$ cat config.mk
export PLATFORM = sky130hd
export DESIGN_NAME = alu16_nibble_seq_flat
export DESIGN_NICKNAME = d
export VERILOG_FILES = /design/src/rtl/alu16_nibble_seq_pkg.sv /design/src/rtl/alu16_nibble_seq_if.sv /design/src/rtl/alu16_nibble_seq_alu4bit.sv /design/src/rtl/alu16_nibble_seq.sv /design/src/flat_wrapper.sv
export SDC_FILE = /design/constraint.sdc
export NUM_CORES = 1
export LEC_CHECK = 0
export CORE_MARGIN = 2
export CORE_UTILIZATION = 35
export CTS_CLUSTER_SIZE = 25
export DETAILED_ROUTE_END_ITERATION = 12
export PLACE_DENSITY = 0.56
export SETUP_SLACK_MARGIN = 0.3
export SLEW_MARGIN = 5
export SYNTH_ARGS = -nofsm -noshare
export SYNTH_HDL_FRONTEND = slang
export SYNTH_HIERARCHICAL = 1
export SYNTH_SLANG_ARGS = --single-unit
$ cat constraint.sdc
create_clock -name clk -period 5.6 [get_ports clk]
set_input_delay 0.84 -clock clk [delete_from_list [all_inputs] [get_ports clk]]
set_output_delay 0.84 -clock clk [all_outputs]
set_load 0.05 [all_outputs]
$ cat src/rtl/alu16_nibble_seq_pkg.sv
// Shared definitions for the nibble-serial 16-bit ALU.
// Holds the operation codes, the controller state enum, the datapath
// geometry (16-bit word processed as 4 nibbles) and a small op helper.
package alu16_nibble_seq_pkg;

  localparam int DATA_W    = 16;
  localparam int NIB_W     = 4;
  localparam int NIBBLES   = 4;
  localparam int NIB_IDX_W = 2;

  localparam logic [NIB_IDX_W-1:0] LAST_NIB = NIB_IDX_W'(NIBBLES - 1);

  localparam logic [2:0] OP_AND = 3'b000;
  localparam logic [2:0] OP_OR  = 3'b001;
  localparam logic [2:0] OP_ADD = 3'b010;
  localparam logic [2:0] OP_SUB = 3'b110;
  localparam logic [2:0] OP_SLT = 3'b111;

  typedef enum logic [1:0] {
    ST_IDLE = 2'd0,
    ST_RUN  = 2'd1,
    ST_DONE = 2'd2
  } state_t;

  // Only ADD and SUB report carry and signed overflow.
  function automatic logic is_arith(input logic [2:0] op);
    return (op == OP_ADD) || (op == OP_SUB);
  endfunction

endpackage

$ cat src/rtl/alu16_nibble_seq_if.sv
// Request/result bus of the nibble-serial ALU.
// Request side : in_valid, in_ready, a, b, op
// Result side  : out_valid, out_ready, result, cout, overflow, zero
// master = requester/consumer (drives operands and out_ready),
// slave  = the ALU (drives in_ready and the result fields).
interface alu16_nibble_seq_if;
  import alu16_nibble_seq_pkg::*;

  logic              in_valid;
  logic              in_ready;
  logic [DATA_W-1:0] a;
  logic [DATA_W-1:0] b;
  logic [2:0]        op;
  logic              out_valid;
  logic              out_ready;
  logic [DATA_W-1:0] result;
  logic              cout;
  logic              overflow;
  logic              zero;

  modport master (
    output in_valid, a, b, op, out_ready,
    input  in_ready, out_valid, result, cout, overflow, zero
  );

  modport slave (
    input  in_valid, a, b, op, out_ready,
    output in_ready, out_valid, result, cout, overflow, zero
  );

endinterface

$ cat src/rtl/alu16_nibble_seq_alu4bit.sv
// ALU4Bit: combinational 4-bit ALU slice.
// Ports: a, b (4-bit operands), cin, less (value driven on bit 0 for SLT),
// op (bit 2 inverts b, bits 1:0 select AND/OR/ADD/LESS),
// result (4-bit), cout, overflow (carry into bit 3 xor carry out),
// set (sum bit 3, used by the caller for SLT).
module ALU4Bit (
  input  logic [3:0] a,
  input  logic [3:0] b,
  input  logic       cin,
  input  logic       less,
  input  logic [2:0] op,
  output logic [3:0] result,
  output logic       cout,
  output logic       overflow,
  output logic       set
);

  logic [3:0] b_sel;
  logic [4:0] sum;
  logic [3:0] low_sum;

  always_comb begin
    b_sel    = op[2] ? ~b : b;
    sum      = {1'b0, a} + {1'b0, b_sel} + {4'b0000, cin};
    // Carry into bit 3 is needed separately for the overflow flag.
    low_sum  = {1'b0, a[2:0]} + {1'b0, b_sel[2:0]} + {3'b000, cin};
    cout     = sum[4];
    overflow = low_sum[3] ^ sum[4];
    set      = sum[3];
    case (op[1:0])
      2'b00:   result = a & b_sel;
      2'b01:   result = a | b_sel;
      2'b10:   result = sum[3:0];
      default: result = {3'b000, less};
    endcase
  end

endmodule

$ cat src/rtl/alu16_nibble_seq.sv
// alu16_nibble_seq: 16-bit ALU that reuses one 4-bit slice over four cycles.
// Ports: clk, rst_n (async active-low), bus (slave side of
// alu16_nibble_seq_if: valid/ready request with a/b/op, valid/ready result
// with result/cout/overflow/zero).
// Flow: IDLE accepts a request, RUN processes nibble 0..3 LSB first with the
// carry chained through a register, DONE presents the result until taken.
module alu16_nibble_seq
  import alu16_nibble_seq_pkg::*;
(
  input logic               clk,
  input logic               rst_n,
  alu16_nibble_seq_if.slave bus
);

  state_t                   state;
  state_t                   state_nxt;
  logic                     in_ready_c;
  logic                     out_valid_c;

  logic [DATA_W-1:0]        a_q;
  logic [DATA_W-1:0]        b_q;
  logic [2:0]               op_q;
  // Lower three result nibbles; the top nibble comes straight from the slice.
  logic [DATA_W-NIB_W-1:0]  acc;
  logic [NIB_IDX_W-1:0]     k;
  logic                     carry;

  logic [DATA_W-1:0]        result_q;
  logic                     cout_q;
  logic                     ovf_q;
  logic                     zero_q;

  logic [NIB_W-1:0]         s_a;
  logic [NIB_W-1:0]         s_b;
  logic [NIB_W-1:0]         s_res;
  logic                     s_cout;
  logic                     s_ovf;
  logic                     s_set;

  logic                     accept;
  logic                     running;
  logic                     last_nib;
  logic [DATA_W-1:0]        final_res;

  // SLT collapses to the sign of a-b; unsupported codes return zero.
  function automatic logic [DATA_W-1:0] fixup(input logic [2:0]        op,
                                              input logic [DATA_W-1:0] raw,
                                              input logic              set);
    case (op)
      OP_AND, OP_OR, OP_ADD, OP_SUB: fixup = raw;
      OP_SLT:                        fixup = {{(DATA_W-1){1'b0}}, set};
      default:                       fixup = '0;
    endcase
  endfunction

  assign accept    = bus.in_valid && (state == ST_IDLE);
  assign running   = (state == ST_RUN);
  assign last_nib  = running && (k == LAST_NIB);
  assign s_a       = a_q[{k, 2'b00} +: NIB_W];
  assign s_b       = b_q[{k, 2'b00} +: NIB_W];
  assign final_res = fixup(op_q, {s_res, acc}, s_set);

  ALU4Bit u_slice (
    .a        (s_a),
    .b        (s_b),
    .cin      (carry),
    .less     (1'b0),
    .op       (op_q),
    .result   (s_res),
    .cout     (s_cout),
    .overflow (s_ovf),
    .set      (s_set)
  );

  // State register
  always_ff @(posedge clk or negedge rst_n) begin
    if (!rst_n) state <= ST_IDLE;
    else        state <= state_nxt;
  end

  // Next-state logic
  always_comb begin
    state_nxt = state;
    case (state)
      ST_IDLE: if (bus.in_valid)  state_nxt = ST_RUN;
      ST_RUN:  if (k == LAST_NIB) state_nxt = ST_DONE;
      ST_DONE: if (bus.out_ready) state_nxt = ST_IDLE;
      default:                    state_nxt = ST_IDLE;
    endcase
  end

  // FSM outputs
  always_comb begin
    in_ready_c  = (state == ST_IDLE);
    out_valid_c = (state == ST_DONE);
  end

  // Control and visible results
  always_ff @(posedge clk or negedge rst_n) begin
    if (!rst_n) begin
      k        <= '0;
      carry    <= 1'b0;
      result_q <= '0;
      cout_q   <= 1'b0;
      ovf_q    <= 1'b0;
      zero_q   <= 1'b1;
    end else if (accept) begin
      k        <= '0;
      // SUB/SLT need the +1 of two's complement on the first nibble.
      carry    <= bus.op[2];
    end else if (running) begin
      k        <= k + 1'b1;
      carry    <= s_cout;
      // Outputs change only on completion so they hold across idle periods.
      if (last_nib) begin
        result_q <= final_res;
        cout_q   <= is_arith(op_q) ? s_cout : 1'b0;
        ovf_q    <= is_arith(op_q) ? s_ovf  : 1'b0;
        zero_q   <= (final_res == '0);
      end
    end
  end

  // Operand capture and partial result nibbles
  always_ff @(posedge clk) begin
    if (accept) begin
      a_q  <= bus.a;
      b_q  <= bus.b;
      op_q <= bus.op;
    end
    if (running) begin
      case (k)
        2'd0:    acc[3:0]  <= s_res;
        2'd1:    acc[7:4]  <= s_res;
        2'd2:    acc[11:8] <= s_res;
        default: ;
      endcase
    end
  end

  assign bus.in_ready  = in_ready_c;
  assign bus.out_valid = out_valid_c;
  assign bus.result    = result_q;
  assign bus.cout      = cout_q;
  assign bus.overflow  = ovf_q;
  assign bus.zero      = zero_q;

endmodule

$ cat src/flat_wrapper.sv
// flat-port wrapper written by rule: the top's interface ports become plain ports
module alu16_nibble_seq_flat import alu16_nibble_seq_pkg::*;
  (clk, rst_n, bus_in_valid, bus_a, bus_b, bus_op, bus_out_ready, bus_in_ready, bus_out_valid, bus_result, bus_cout, bus_overflow, bus_zero);
  alu16_nibble_seq_if bus_i ();
  input logic clk;
  input logic rst_n;
  input wire logic [$bits(bus_i.in_valid)-1:0] bus_in_valid;
  input wire logic [$bits(bus_i.a)-1:0] bus_a;
  input wire logic [$bits(bus_i.b)-1:0] bus_b;
  input wire logic [$bits(bus_i.op)-1:0] bus_op;
  input wire logic [$bits(bus_i.out_ready)-1:0] bus_out_ready;
  output wire logic [$bits(bus_i.in_ready)-1:0] bus_in_ready;
  output wire logic [$bits(bus_i.out_valid)-1:0] bus_out_valid;
  output wire logic [$bits(bus_i.result)-1:0] bus_result;
  output wire logic [$bits(bus_i.cout)-1:0] bus_cout;
  output wire logic [$bits(bus_i.overflow)-1:0] bus_overflow;
  output wire logic [$bits(bus_i.zero)-1:0] bus_zero;
  assign bus_i.in_valid = bus_in_valid;
  assign bus_i.a = bus_a;
  assign bus_i.b = bus_b;
  assign bus_i.op = bus_op;
  assign bus_i.out_ready = bus_out_ready;
  assign bus_in_ready = bus_i.in_ready;
  assign bus_out_valid = bus_i.out_valid;
  assign bus_result = bus_i.result;
  assign bus_cout = bus_i.cout;
  assign bus_overflow = bus_i.overflow;
  assign bus_zero = bus_i.zero;
  alu16_nibble_seq u_core (.clk(clk), .rst_n(rst_n), .bus(bus_i));
endmodule
==> summary.md, run 1 <==
| Metric | Value |
|---|---|
| Crit-path leading delay family | flip-flops |
| FF+latch count, synth | 71 |
| Worst-case clock buffer depth | 2 |
| CP Buf/Inv Count | 1 |
| RSZ-0062 raised after global routing | false |
| Port Buffers | 59 |
| Via count | 1742 |
| Worst skew pair latency | 0.34 ns |
| Via density | 4.65 |
| Total Negative Setup Slacks | 0 ns |
| CP max FO | 12 |
| Total gr overflow | 0 |
| Syn. warnings | 6 |
| Layout Nets | 315 |
| IO Count | 60 |
| Largest net degree at the start of global routing | 36 |
| Post-Layout Inst Area | 4030 µm² |
| Share of the synthesized area in the top cell type | 0.460 |
| DP Area | 3770 µm² |
| Sequential share of the synthesized area | 0.656 |
| Slowest cell on crit path | dfrtp_1 |
| Power share of the clock group | 0.205 |
| First-pass DRT Iterations | 4 |
| Register share of total power | 0.351 |
| Final setup fails | 0 |
| Cell variety after synth | 45 |
| Worst Path Class, Setup | reg2reg |
| Met2 Use GR | 0.195 |
| DIE WIDTH | 97.6 µm |
| Routed len/inst | 13.9 µm |
| Clock transition at path regs | 0.07 ns |
| DR iter-0 viols | 48 |
| Multi-input logic area | 953 µm² |
| Async set-reset flop share out of synthesis | 0.338 |
| Crit path largest cell delay | 0.74 ns |
| Combinational power share | 0.444 |
| VDD IR-drop max | 0.000204 V |
| Count leader, synth | edfxtp_1 |
| Synth Net Count | 250 |
| Core box area | 8590 µm² |
| Post-synth top flop | edfxtp_1 |
| Clock skew | 0.00831 ns |
| Worst Hold Slack | 0.478 ns |
| Status | completed |
| Critical Path AT | 3.67 ns |
| M3 GR Usage | 0.0446 |
| Psw | 955 µW |
| Final hold vios | 0 |
| Sw Ratio | 0.374 |
| Pwr Density | 634 nW/µm² |
| # hold bufs at CTS | 0 |
| Commonest cells in the netlist | 47 x edfxtp_1, 23 x dfrtp_1, 17 x inv_1 |
| Req. time, crit path | 5.87 ns |
| Antenna diode count | 0 |
| GRT met1 Usage | 0.148 |
| Post-CTS Setup Repair Bufs | 0 |
| Wirelength, routed | 5230 µm |
| Die height | 97.6 µm |
| Slew Viols, Final | 0 |
| Clock sinks | 71 |
| Starting density of the core | 0.357 |
| Fmax | 295 MHz |
| PostCTS Resize Cnt | 0 |
| Leak | 0.00156 µW |
| Most Crowded Layer GR | met2 |
| Routability cong. | 0.758 |
| Initial antenna violation count | 0 |
| Vias in the first global route | 1894 |
| Root Driver | clkbuf_8 |
| Register area | 2010 µm² |
| Avg Cell Area, Syn | 15.6 µm² |
| Rows | 34 |
| Worst Max-Slew Pin Slew | 1.08 ns |
| Final Cycle Share | 0.606 |
| EDFF count, synth | 47 |
| DP HPWL | 3910 µm |
| CTS Buf Count | 9 |
| Cell taking the most area after synthesis | edfxtp_1 |
| Synth Cell Area | 3070 µm² |
| Die area | 9530 µm² |
| Min-delay worst type | reg2reg |
| Min Tclk post-route | 3.39 ns |
| Layout cells sized above 1 | 0.142 |
| GRT Total Usage | 0.122 |
| Startpoint Class | flip-flop |
| Crit path cell chain | mux4_2 -> xor2_1 -> inv_1 -> fa_1 -> nand3b_1 -> and2_4 -> a211o_1 -> nor4_1 -> a31oi_1 -> o21ai_1 |
| Routed Antenna Nets | 0 |
| Top cells by area, synth | edfxtp_1 46%, dfrtp_1 19%, mux4_2 6.6% |
| Drt drc | 0 |
| Area delta synth->final | 31.3% |
| P_int | 1600 µW |
| Post-synthesis cell count | 197 |
| CTS tree | built |
| Critical Path End Type | flip-flop |
| Fill cells | 786 |
| Htree depth | 3 |
| Slew margin rel. | 0.275 |
| Max-cap violations | 0 |
| Global-route wire length before repair | 9090 µm |
[cells by family (layout without fill, tap and decap cells)]
group | count (synthesis) | after routing | share of synthesized area
AND/OR/NAND/NOR | 33 | 33 | 0.0661
XOR/XNOR | 7 | 7 | 0.0200
multiplexers | 10 | 10 | 0.0697
flip-flops | 71 | 71 | 0.656
other | 1 | 1 | 0.00122
adder cells (fa/ha/maj) | 14 | 14 | 0.0620
AO/OA/AOI/OAI | 37 | 37 | 0.0918
buffers and inverters | 24 | 94 | 0.0330
[routing by layer]
metal | routed length (µm) | vias up
met5 | 0 | -
met4 | 90 | 0
met3 | 315 | 9
met2 | 2450 | 57
met1 | 2370 | 821
li1 | - | 855
[sequential cells by signal, indices dropped and copies added, names as in the netlist]
name and cells:
u_core/a_q 16, u_core/acc 12, u_core/b_q 16, u_core/bus.cout 1, u_core/bus.overflow 1, u_core/bus.result 16
u_core/bus.zero 1, u_core/carry 1, u_core/k 2, u_core/op_q 3, u_core/state 2
[final timing paths]
| path | from | to | slack (ns) | cells after the start |
|---|---|---|---|---|
| worst max register to register | u_core/k[0]$_DFFE_PN0P_ | u_core/bus.zero$_DFFE_PN1P_ | 2.21 | 10 |
| min in group asynchronous | rst_n | u_core/bus.result[5]$_DFFE_PN0P_ | 1.08 | 1 |
| worst min-delay path | u_core/bus.zero$_DFFE_PN1P_ | u_core/bus.zero$_DFFE_PN1P_ | 0.48 | 2 |
| worst min register to register | u_core/bus.zero$_DFFE_PN1P_ | u_core/bus.zero$_DFFE_PN1P_ | 0.48 | 2 |
| max in group asynchronous | rst_n | u_core/bus.cout$_DFFE_PN0P_ | 3.86 | 1 |
| worst max-delay path | u_core/k[0]$_DFFE_PN0P_ | u_core/bus.zero$_DFFE_PN1P_ | 2.21 | 10 |
[power groups by stage]
stage,combinational [µW],sequential (µW),clock (µW)
2_1_floorplan,664,1070,0
3_5_place_dp,1150,915,0
4_1_cts,1150,903,538
6_report,1130,897,524
3_3_place_gp,1140,914,0
5_1_grt,1250,923,559
[placed cells by master, fill, tap and decap left out, types with 2 or more instances in the layout]
| cell | count |
|---|---|
| clkdlybuf4s50_1 | 59 |
| edfxtp_1 | 47 |
| dfrtp_1 | 23 |
| inv_1 | 17 |
| a22o_1 | 15 |
| ha_1 | 12 |
| clkbuf_8 | 9 |
| mux4_2 | 9 |
| nand2_1 | 9 |
| nor2_1 | 5 |
| o21ai_0 | 5 |
| bufinv_16 | 4 |
| and2_1 | 4 |
| xor2_1 | 4 |
| o21ai_1 | 3 |
| xnor2_1 | 3 |
| and2b_4 | 2 |
| a21oi_1 | 2 |
| nor4_1 | 2 |
| nand4_1 | 2 |
| o22ai_1 | 2 |
| fa_1 | 2 |
[worst register-to-register path: stages (launching register included)]
cell      delay, ns
dfrtp_1        0.74
mux4_2         0.60
xor2_1         0.20
inv_1          0.11
fa_1           0.38
nand3b_1       0.21
and2_4         0.18
a211o_1        0.32
nor4_1         0.33
a31oi_1        0.13
o21ai_1        0.14
[final cells by class]
class	instances	area share
Inverter	18	0.0168
Timing Repair Buffer	60	0.148
Clock inverter	6	0.0329
Tap cell	108	0.0336
Multi-Input combinational cell	102	0.237
Sequential cell	71	0.500
Clock buffer	10	0.0317
[through the flow]
step,setup WS [ns],power (µW),util,instances
2_1_floorplan,2.62,1740,-,197
3_3_place_gp,2.29,2050,0.438,359
3_5_place_dp,2.14,2060,0.438,359
4_1_cts,2.12,2590,0.469,375
5_1_grt,1.86,2730,0.469,375
6_report,2.21,2550,0.469,375
(Power assumes the default switching activity.)
==> run 2, diff against run 1 <==
==> constraint.sdc (replaced) <==
create_clock -name clk -period 3.4 [get_ports clk]
set_input_delay 0.51 -clock clk [delete_from_list [all_inputs] [get_ports clk]]
set_output_delay 0.51 -clock clk [all_outputs]
set_load 0.05 [all_outputs]
==> run 2 against run 1 <==
Against the previous run: highest routed layer unchanged; global-route usage is 0.41 points higher; critical endpoint unchanged; first-iteration DRC count grew 48%; core utilization is the same; worst setup slack worse by 1.7 ns.
==> summary.md, run 2 (synthesis results as in run 1) <==
| Metric | Value |
|---|---|
| Vias in the first global route | 1869 |
| Most frequent cells in the layout | 59 x clkdlybuf4s50_1, 47 x edfxtp_1, 22 x dfrtp_1 |
| Req. time, crit path | 3.67 ns |
| CTS tree | built |
| Area delta synth->final | 31.3% |
| Worst reg2reg endpoint | u_core/bus.zero$_DFFE_PN1P_ |
| Initial antenna violation count | 0 |
| R2R Path Start | u_core/k[0]$_DFFE_PN0P_ |
| Layout cells sized above 1 | 0.185 |
| RSZ-0062 raised after global routing | false |
| Clock skew | 0.00953 ns |
| Global-route wire length before repair | 9170 µm |
| Slew margin rel. | 0.232 |
| Layout Nets | 319 |
| DP Area | 3800 µm² |
| # hold bufs at CTS | 0 |
| Worst Hold Depth | 2 |
| Worst Path Class, Setup | reg2reg |
| Worst-case clock buffer depth | 2 |
| Post-place setup slack | 0.400 ns |
| Htree depth | 3 |
| Die height | 97.6 µm |
| Largest net degree at the start of global routing | 36 |
| Reg2Reg Depth | 11 |
| Routed len/inst | 14.8 µm |
| DR iter-0 viols | 71 |
| Fmax | 344 MHz |
| Hold_sp | u_core/bus.zero$_DFFE_PN1P_ |
| First-pass DRT Iterations | 4 |
| DIE WIDTH | 97.6 µm |
| Multi-input logic area | 1010 µm² |
| Antenna diode count | 0 |
| Min Tclk post-route | 2.91 ns |
| Final setup fails | 0 |
| Routed Antenna Nets | 0 |
| VDD IR-drop max | 0.000289 V |
| Routability cong. | 0.818 |
| Hold Crit Endpoint | u_core/bus.zero$_DFFE_PN1P_ |
| Worst skew pair latency | 0.34 ns |
| Via count | 1806 |
| Status | completed |
| Via density | 4.77 |
| CP max FO | 5 |
| Final Cycle Share | 0.856 |
| Pwr Density | 1020 nW/µm² |
| Crit path cell chain | buf_4 -> mux4_2 -> inv_1 -> fa_1 -> inv_1 -> fa_1 -> xnor2_2 -> o22ai_2 -> nor4_2 -> a31oi_1 -> o21ai_1 |
| Port Buffers | 59 |
| Register area | 2010 µm² |
| R2R Setup Slk | 0.49 ns |
| Critical Path End Type | flip-flop |
| Starting density of the core | 0.357 |
| IO Count | 60 |
| Total gr overflow | 0 |
| Slowest cell on crit path | mux4_2 |
| Post-Layout Inst Area | 4030 µm² |
| Drt drc | 0 |
| Most common cell after layout, fill and taps aside | clkdlybuf4s50_1 |
| Core box area | 8590 µm² |
| DP HPWL | 3970 µm |
| Worst Max-Slew Pin Slew | 1.15 ns |
| Root Driver | clkbuf_8 |
| Die area | 9530 µm² |
| Total Negative Setup Slacks | 0 ns |
| Clock transition at path regs | 0.07 ns |
| Critical Path AT | 3.18 ns |
| Crit path largest cell delay | 0.52 ns |
| Clock sinks | 71 |
| Rows | 34 |
| Startpoint Class | flip-flop |
| Final hold vios | 0 |
| Final cell utilization of the core | 0.469 |
| Leak | 0.00156 µW |
| Max-cap violations | 0 |
| Final worst slack | 0.489 ns |
| Min-delay worst type | reg2reg |
| Slew Viols, Final | 0 |
| Fill cells | 789 |
| Wirelength, routed | 5600 µm |
| GRT Total Usage | 0.126 |
| Post-CTS Setup Repair Bufs | 0 |
| CTS Buf Count | 9 |
run 2: timing repair:
action,in CTS,in global routing
setup endpoints to repair,0,1
resized for setup,0,10
hold endpoints to repair,0,0
run 2: metal layers:
metal,share of wire,track usage,vias up
met1,0.44,0.153,876
met2,0.48,0.204,51
li1,-,-,867
met3,0.051,0.0374,12
met4,0.023,0.0641,0
met5,0,0,-
run 2: final cells by class:
class                      count  area share
sequential                    71       0.500
multi-input combinational    102       0.251
timing repair buffer          64       0.156
clock buffer                  15      0.0413
tap                          108      0.0336
inverter                      18      0.0168
clock inverter                 1     0.00124
run 2: power by group:
group          switching (µW)  leakage (µW)  internal, µW
sequential                163      0.000743          1280
combinational            1180      0.000725           871
clock                     293     0.0000877           305
total                    1640       0.00156          2460
run 2: metrics by stage:
stage / power [µW] / cells / hold slack [ns]
CTS: 4050 / 379 / 0.476
detailed placement: 3440 / 363 / 0.467
global route: 4370 / 379 / 0.501
finish: 4100 / 379 / 0.478
floorplan: 2860 / 197 / 0.214
global placement: 3420 / 363 / 0.467
run 2: how the worst max path moves through the flow:
stage / start / end / slack (ns) / cells after the start
after floorplan: u_core/k[0]$_DFFE_PN0P_ / u_core/bus.zero$_DFFE_PN1P_ / 0.42 / 11
after global placement: u_core/k[1]$_DFFE_PN0P_ / u_core/bus.zero$_DFFE_PN1P_ / 0.47 / 11
after detailed placement: u_core/k[0]$_DFFE_PN0P_ / u_core/bus.zero$_DFFE_PN1P_ / 0.40 / 11
after CTS: u_core/k[1]$_DFFE_PN0P_ / u_core/bus.zero$_DFFE_PN1P_ / 0.36 / 11
after global routing: u_core/k[0]$_DFFE_PN0P_ / u_core/bus.zero$_DFFE_PN1P_ / 0.33 / 11
final: u_core/k[0]$_DFFE_PN0P_ / u_core/bus.zero$_DFFE_PN1P_ / 0.49 / 11
run 2: critical path, delay by kind of cell (launching register included):
family / cells / cell delay [ns]
simple gates: 1 / 0.32
fa+ha+maj: 2 / 0.64
flops: 1 / 0.38
xor+xnor: 1 / 0.21
compound gates: 3 / 0.41
mux: 1 / 0.52
buf+inv: 3 / 0.35
